[config.mk]
export PLATFORM = sky130hd
export DESIGN_NAME = apb_arbiter
export DESIGN_NICKNAME = d
export VERILOG_FILES = /design/src/rtl/apb_pkg.sv /design/src/rtl/apb_arbiter_rr_pick.sv /design/src/rtl/apb_arbiter.sv
export SDC_FILE = /design/constraint.sdc
export NUM_CORES = 1
export LEC_CHECK = 0
export CAP_MARGIN = 20
export CORE_MARGIN = 8
export CORE_UTILIZATION = 26
export DETAILED_ROUTE_END_ITERATION = 8
export PLACE_DENSITY = 0.63
export SLEW_MARGIN = 20
export SYNTH_ARGS = -nofsm -noshare
export SYNTH_HDL_FRONTEND = slang
export SYNTH_SLANG_ARGS = --single-unit
[constraint.sdc]
create_clock -name pclk -period 2.4 [get_ports pclk]
set_input_delay 0.48 -clock pclk [delete_from_list [all_inputs] [get_ports pclk]]
set_output_delay 0.48 -clock pclk [all_outputs]
set_load 0.02 [all_outputs]
[src/rtl/apb_pkg.sv]
// -----------------------------------------------------------------------------
// apb_pkg
// Shared definitions for the APB arbiter slice.
//   arb_state_t : slave-side sequencing states (IDLE -> SETUP -> ACCESS).
//   STB_WIDTH   : byte-strobe width of every APB port.
//   idx_width() : index width for a requester count, never narrower than 1 bit.
// -----------------------------------------------------------------------------
package apb_pkg;

  typedef enum logic [1:0] {
    IDLE   = 2'd0,
    SETUP  = 2'd1,
    ACCESS = 2'd2
  } arb_state_t;

  localparam int STB_WIDTH = 4;

  // $clog2(1) is 0, which would produce a zero-width index vector.
  function automatic int idx_width(input int n);
    return (n > 1) ? $clog2(n) : 1;
  endfunction

endpackage

[src/rtl/apb_arbiter_rr_pick.sv]
// -----------------------------------------------------------------------------
// rr_pick
// Combinational round-robin selector: returns the first asserted request at or
// after ptr, wrapping modulo NUM_MASTERS.
//   req     : one request bit per master.
//   ptr     : highest-priority index (must be < NUM_MASTERS).
//   gnt_idx : winning index, 0 when no request is pending.
//   any_req : at least one request is pending.
// -----------------------------------------------------------------------------
module rr_pick
  import apb_pkg::*;
#(
  parameter int NUM_MASTERS = 2,
  parameter int IDX_W       = idx_width(NUM_MASTERS)
) (
  input  logic [NUM_MASTERS-1:0] req,
  input  logic [IDX_W-1:0]       ptr,
  output logic [IDX_W-1:0]       gnt_idx,
  output logic                   any_req
);

  // One extra bit so ptr + offset cannot overflow before the wrap.
  localparam int SUM_W = IDX_W + 1;

  logic [SUM_W-1:0] sum;
  logic [IDX_W-1:0] cand;

  always_comb begin
    // NOTE: every output and temporary gets a default before the loop;
    // without it a path that assigns nothing would infer a latch.
    gnt_idx = '0;
    any_req = 1'b0;
    sum     = '0;
    cand    = '0;
    // Walk from the farthest offset down to offset 0 so the candidate closest
    // to ptr is the last one written and therefore wins.
    for (int off = NUM_MASTERS - 1; off >= 0; off--) begin
      sum = {1'b0, ptr} + SUM_W'(off);
      if (sum >= SUM_W'(NUM_MASTERS)) begin
        sum = sum - SUM_W'(NUM_MASTERS);
      end
      cand = sum[IDX_W-1:0];
      if (req[cand]) begin
        gnt_idx = cand;
        any_req = 1'b1;
      end
    end
  end

endmodule

[src/rtl/apb_arbiter.sv]
// -----------------------------------------------------------------------------
// apb_arbiter
// Round-robin arbiter sharing one APB slave (the unified sram) between
// NUM_MASTERS APB requesters. The winning request is captured into slave-side
// registers, driven through SETUP and ACCESS, and the completion is routed back
// only to the granted master. A mandatory IDLE cycle separates transfers so the
// sram's ready flag drops before the next penable.
//   pclk, rst      : clock, synchronous active-high reset.
//   m_paddr/m_pdata/m_pstb/m_pwrite : per-master request fields, master i in
//                    slice i of each packed vector.
//   m_psel         : per-master request; m_penable is accepted but unused.
//   m_pready/m_perr: per-master completion and error, one-hot or zero.
//   m_prdata       : shared read data, valid for the master with m_pready set.
//   s_*            : slave-side APB port.
// -----------------------------------------------------------------------------
module apb_arbiter
  import apb_pkg::*;
#(
  parameter int ADDR_WIDTH  = 32,
  parameter int DATA_WIDTH  = 32,
  parameter int NUM_MASTERS = 2
) (
  input  logic                              pclk,
  input  logic                              rst,
  input  logic [NUM_MASTERS*ADDR_WIDTH-1:0] m_paddr,
  input  logic [NUM_MASTERS*DATA_WIDTH-1:0] m_pdata,
  input  logic [NUM_MASTERS*STB_WIDTH-1:0]  m_pstb,
  input  logic [NUM_MASTERS-1:0]            m_pwrite,
  input  logic [NUM_MASTERS-1:0]            m_psel,
  input  logic [NUM_MASTERS-1:0]            m_penable,
  output logic [NUM_MASTERS-1:0]            m_pready,
  output logic [NUM_MASTERS-1:0]            m_perr,
  output logic [DATA_WIDTH-1:0]             m_prdata,
  output logic [ADDR_WIDTH-1:0]             s_paddr,
  output logic [DATA_WIDTH-1:0]             s_pdata,
  output logic [STB_WIDTH-1:0]              s_pstb,
  output logic                              s_pwrite,
  output logic                              s_psel,
  output logic                              s_penable,
  input  logic                              s_pready,
  input  logic                              s_perr,
  input  logic [DATA_WIDTH-1:0]             s_prdata
);

  localparam int IDX_W = idx_width(NUM_MASTERS);

  arb_state_t             state;
  logic [IDX_W-1:0]       rr_ptr;
  logic [IDX_W-1:0]       gnt;
  logic [IDX_W-1:0]       gnt_next;
  logic [IDX_W-1:0]       pick_idx;
  logic                   pick_any;
  logic                   complete;
  logic [NUM_MASTERS-1:0] grant_oh;

  // Master-side penable carries no timing information here: the arbiter
  // generates its own SETUP/ACCESS phases toward the slave.
  logic unused_penable;
  assign unused_penable = ^m_penable;

  rr_pick #(
    .NUM_MASTERS (NUM_MASTERS),
    .IDX_W       (IDX_W)
  ) u_rr_pick (
    .req     (m_psel),
    .ptr     (rr_ptr),
    .gnt_idx (pick_idx),
    .any_req (pick_any)
  );

  // The master just served drops to lowest priority for the next arbitration.
  assign gnt_next = (gnt == IDX_W'(NUM_MASTERS - 1)) ? '0 : gnt + IDX_W'(1);

  always_ff @(posedge pclk) begin
    // NOTE: sequential state uses non-blocking assignments so every register
    // samples pre-edge values regardless of statement order.
    if (rst) begin
      state    <= IDLE;
      rr_ptr   <= '0;
      gnt      <= '0;
      s_paddr  <= '0;
      s_pdata  <= '0;
      s_pstb   <= '0;
      s_pwrite <= 1'b0;
    end else begin
      case (state)
        IDLE: begin
          if (pick_any) begin
            // Capture the winner once; later changes on its inputs are ignored.
            gnt      <= pick_idx;
            s_paddr  <= m_paddr[int'(pick_idx)*ADDR_WIDTH +: ADDR_WIDTH];
            s_pdata  <= m_pdata[int'(pick_idx)*DATA_WIDTH +: DATA_WIDTH];
            s_pstb   <= m_pstb[int'(pick_idx)*STB_WIDTH +: STB_WIDTH];
            s_pwrite <= m_pwrite[pick_idx];
            state    <= SETUP;
          end
        end
        SETUP: begin
          state <= ACCESS;
        end
        ACCESS: begin
          // No timeout: a slave that never answers holds ACCESS indefinitely.
          if (s_pready) begin
            rr_ptr <= gnt_next;
            state  <= IDLE;
          end
        end
        default: begin
          state <= IDLE;
        end
      endcase
    end
  end

  assign s_psel    = (state == SETUP) || (state == ACCESS);
  assign s_penable = (state == ACCESS);

  // Completion is combinational from the slave so the master sees it in the
  // same cycle the sram answers.
  assign complete  = (state == ACCESS) && s_pready;
  assign grant_oh  = NUM_MASTERS'(1) << gnt;
  assign m_pready  = complete ? grant_oh : '0;
  assign m_perr    = (complete && s_perr) ? grant_oh : '0;
  assign m_prdata  = s_prdata;

endmodule

### Word-level counts from Yosys, hierarchy flattened

Index checks and enable logic that the tools add are counted.

* register bits: 73
* input bits: 178
* output and inout port bits: 107
* word-level logic and storage cells: 49

* add/sub/neg operators: 4
* magnitude comparators: 5
* equal/unequal tests: 4
* shift operators: 4
* mux-type cells: 18
* reductions and logical operators: 7

Operators with widths (number)
* variable part select 64 x 7 -> 32 bit: 2
* 2-to-1 mux 1 bit: 13
* 2-to-1 mux 2 bit: 4
* variable part select 8 x 4 -> 4 bit: 1
* < comparator 1 x 2 -> 1 bit, second input constant: 3
* case mux 2 bit (3 select lines): 1
* AND reduction 2 bit: 3
* adder 1 x 1 -> 2 bit, second input constant: 1
* equality test 2 x 1 -> 1 bit, second input constant: 1
* equality test 2 bit, second input constant: 1
* >= comparator 1 x 2 -> 1 bit, second input constant: 1
* >= comparator 2 bit, second input constant: 1
* logical AND 1 bit: 2
* zero test 2 bit: 1
* inequality test 2 x 1 -> 1 bit, second input constant: 1
* inequality test 2 bit, second input constant: 1
* << shifter 1 x 1 -> 2 bit, first input constant: 1
* subtractor 1 bit, second input constant: 2
* adder 1 bit, second input constant: 1
* logical OR 1 bit: 1

### Longest topological paths before layout

* depth in word-level cells: 9
* gate-level depth with buffers: 7

### Cells and area by module

A second synthesis with hierarchy kept.

* cells, all modules: 372
* area total of the unflattened synthesis: 3849.9 sq um

Modules (own cells, without submodules)
* apb_arbiter: times used 1, cells each 369, area each 3832.4 sq um, seq. area each 1461.4 sq um
* rr_pick: times used 1, cells each 3, area each 17.5 sq um, seq. area each 0.0 sq um

### Worst setup path after synthesis

OpenSTA, ideal clock, no wires.

* path type: register -> output
* from: register state[0]
* to: output port m_perr[0]
* data arrival time: 1318 ps
* required time: 1920 ps
* setup slack: 602 ps
* stages on the path, launching flop included: 5
* buffers on the path: 0
* cell sequence: dfxtp_1 > inv_1 > ha_1 > and3b_1 > and2_1

* longest elaborated chain between the ends: 4

RTL lines
* from (decl): line apb_arbiter.sv:47 `arb_state_t state;`
* from (signal assigned): line apb_arbiter.sv:78 `state <= IDLE;`
* from (signal assigned): line apb_arbiter.sv:95 `state <= SETUP;`
* from (signal assigned): line apb_arbiter.sv:99 `state <= ACCESS;`
* equality test 2 bit
* named net s_penable: line apb_arbiter.sv:39 `output logic s_penable,`
* logical AND 1 bit: line apb_arbiter.sv:120 `assign complete = (state == ACCESS) && s_pready;`
* logical AND 1 bit: line apb_arbiter.sv:123 `assign m_perr = (complete && s_perr) ? grant_oh : '0;`
* 2-to-1 mux 2 bit: line apb_arbiter.sv:123
* to (decl): line apb_arbiter.sv:32 `output logic [NUM_MASTERS-1:0] m_perr,`

The timed path passes the listed nets, and every way through them passes these cells.

### Worst setup path after layout

* from: register state[0]
* to: output port m_pready[1]

* longest elaborated chain between the ends: 3

RTL lines
* equality test 2 bit: line apb_arbiter.sv:120
* logical AND 1 bit: line apb_arbiter.sv:120
* 2-to-1 mux 2 bit: line apb_arbiter.sv:122 `assign m_pready = complete ? grant_oh : '0;`
* to (decl): line apb_arbiter.sv:31 `output logic [NUM_MASTERS-1:0] m_pready,`

Every way passes these cells.

==> key figures <==
Status
  • Status: complete, no violations

Pwr
  • Worst VDD drop: 341 uV
  • Power Density: 826 nW/um^2
  • Total power: 5900 uW
  • Leakage: 0.00237 uW

Clocking
  • Setup bufs post-CTS: 0
  • H-tree Lvls: 3
  • CTS Sinks: 73
  • Post-CTS Resized: 3
  • CTS root buffer: clkbuf_16
  • CTS Buffer Depth: 2
  • CTS tree: yes
  • Total CTS buffers: 9
  • Clk_lat worst skew: 0.34 ns
  • # hold bufs at CTS: 0
  • Clock transition at the registers of the reported paths: 0.06 ns

Detailed routing
  • Via count: 4245
  • DR DRC count: 0
  • Vias per cell: 4.91
  • Wire length per cell: 19.2 um
  • Final wirelength: 16600 um
  • 1st-iter DRT viols: 176
  • Post-detailed-route count of antenna-violating nets: 0
  • First-pass DRT Iterations: 4

GRT
  • Largest net degree at the start of global routing: 70
  • Number of global-route vias before repair: 4438
  • First-pass GRT wire length: 25000 um
  • Global-route usage over all layers: 14.0%
  • Remaining global-route overflow: 0
  • Number of antenna violations at the first check in global routing: 0

STA
  • Setup Viol. Count Final: 0
  • Slew @ Worst Pin: 0.500 ns
  • Max Clock Freq: 431 MHz
  • Final Cycle Share: 96.6%
  • Clock skew: 0.00424 ns
  • Slack of the critical path: 0.0823 ns
  • Final min period: 2.32 ns
  • RSZ-0062 raised after global routing: no
  • Slew margin rel.: 66.7%
  • Final Hold Fails: 0
  • Slew Limit Fails: 0
  • Setup TNS Final: 0 ns

Worst setup path
  • Required @ worst endpoint: 1.92 ns
  • CP Class: reg2out
  • Crit path DAT: 1.84 ns
  • Worst path slowest cell: clkdlybuf4s50_1
  • Crit-path max FO: 5
  • CP peak stage delay: 0.62 ns
  • Setup crit start kind: flop
  • Crit end category: output port
  • Critical Path, Cell by Cell: inv_1 > ha_2 > and3_1 > clkdlybuf4s50_1

Final layout
  • Ant diodes: 0
  • Layout area overhead: 52.2%
  • Final net count: 813
  • Layout cells sized above 1: 26.1%

Floorplan
  • Die Wd: 150 um
  • Initial Utilization: 26.3%
  • Rows: 49
  • DIE AREA: 22600 sq um
  • Core area: 17800 sq um
  • Die H: 150 um
  • Ports: 285

Min path
  • Hold WC Path Type: reg2reg

Synth
  • Post-synthesis sequential area ratio: 31.2%
  • Count of state elements after synthesis: 73
  • Synth unique cells: 26
  • Syn avg cell area: 10.1 sq um
  • Syn Nets: 645
  • Mapped Cells: 463
  • Synthesized cell area: 4690 sq um
  • Synth Warn #: 0

Placed design
  • Pre-CTS setup slack: 0.0361 ns
  • PortBufs: 218
  • DP HPWL: 12000 um
  • Routability cong.: 0.777

Job
  • Max Cap Viol: 0
[flip-flops by register name, indices dropped and copies added, names as in the netlist]
signal	count
rr_ptr	1
s_pdata	32
s_pstb	4
state	2
s_pwrite	1
s_paddr	32
gnt	1
[logic make-up after synthesis]
logic type | after synthesis | share of synthesized area (%)
AO/OA/AOI/OAI | 143 | 29.2
adder cells (fa/ha/maj) | 4 | 1.07
buffers and inverters | 88 | 13.7
AND/OR/NAND/NOR | 153 | 24.4
multiplexers | 2 | 0.427
flip-flops | 73 | 31.2
[cell usage after synthesis (all sizes together)]
cell type | instances | area share [%]
nand2b | 5 | 0.67
nand3 | 69 | 7.4
and3b | 1 | 0.19
o21a | 1 | 0.32
buf | 71 | 12
and2b | 1 | 0.21
o21ai | 70 | 7.5
inv | 3 | 0.24
ha | 4 | 1.1
and3 | 1 | 0.13
nor2 | 72 | 15
mux2i | 2 | 0.43
nand2 | 1 | 0.080
a32oi | 1 | 0.19
a311oi | 69 | 21
dfxtp | 73 | 31
nor2b | 1 | 0.13
clkbuf | 14 | 1.1
a21oi | 2 | 0.21
and2 | 2 | 0.27
[cell usage in the layout (no fill, tap or decap), types with 2 or more instances in the layout]
| master | n |
|---|---|
| clkdlybuf4s50_1 | 213 |
| dfxtp_1 | 73 |
| nand3_1 | 69 |
| a311oi_2 | 61 |
| o21ai_0 | 61 |
| nor2_4 | 60 |
| buf_4 | 14 |
| nor2_1 | 12 |
| buf_12 | 12 |
| o21ai_1 | 9 |
| clkbuf_16 | 9 |
| a311oi_1 | 8 |
| nand2b_1 | 4 |
| ha_1 | 3 |
| clkbuf_1 | 3 |
| inv_1 | 2 |
| and2_1 | 2 |
| a21oi_1 | 2 |
| mux2i_1 | 2 |
| clkinv_2 | 2 |
| dlygate4sd2_1 | 2 |
[layout make-up]
cell class / count / area (sq um)
Fill cell: 1710 / 10700
Multi-Input combinational cell: 302 / 2590
Timing Repair Buffer: 242 / 2500
Sequential cell: 73 / 1460
Tap cell: 229 / 287
Clock buffer: 13 / 250
Clock inverter: 3 / 40.0
Inverter: 3 / 11.3
[critical path, delay by kind of cell, from the launching register on]
| family | cells | cell delay [ns] |
|---|---|---|
| buf+inv | 2 | 0.74 |
| flops | 1 | 0.33 |
| fa+ha+maj | 1 | 0.25 |
| simple gates | 1 | 0.19 |
[power by group]
group	internal (uW)	switching [uW]	total, uW
clock network	832	531	1360
registers	1480	257	1740
logic	1380	1420	2800
total	3690	2200	5900
[layer usage]
| metal | track usage, % | routed length, um | vias up |
|---|---|---|---|
| met4 | 7.35 | 612 | 0 |
| met2 | 23.7 | 8200 | 169 |
| met5 | 0 | 0 | - |
| met3 | 3.28 | 1160 | 51 |
| li1 | - | - | 2013 |
| met1 | 16.2 | 6650 | 2012 |
[worst paths after layout]
check | startpoint | to | slack, ns | cells past startpoint
min reg2reg | s_pdata[26]$_SDFFE_PP0P_ | s_pdata[26]$_SDFFE_PP0P_ | 0.50 | 2
max | state[0]$_SDFFE_PP0P_ | m_pready[1] | 0.08 | 4
max reg2reg | state[0]$_SDFFE_PP0P_ | s_paddr[16]$_SDFFE_PP0P_ | 0.64 | 7
min | s_pdata[26]$_SDFFE_PP0P_ | s_pdata[26]$_SDFFE_PP0P_ | 0.50 | 2
[stage by stage]
stage               instances  instance area, sq um  utilization, %  hold WS (ns)
floorplan                 463                  4690               -         0.460
global placement          849                  6850            38.4         0.475
detailed placement        849                  6850            38.4         0.494
CTS                       865                  7140            40.0         0.503
global route              865                  7140            40.0         0.535
finish                    865                  7140            40.0         0.503
Power figures use the tool's default switching activity.
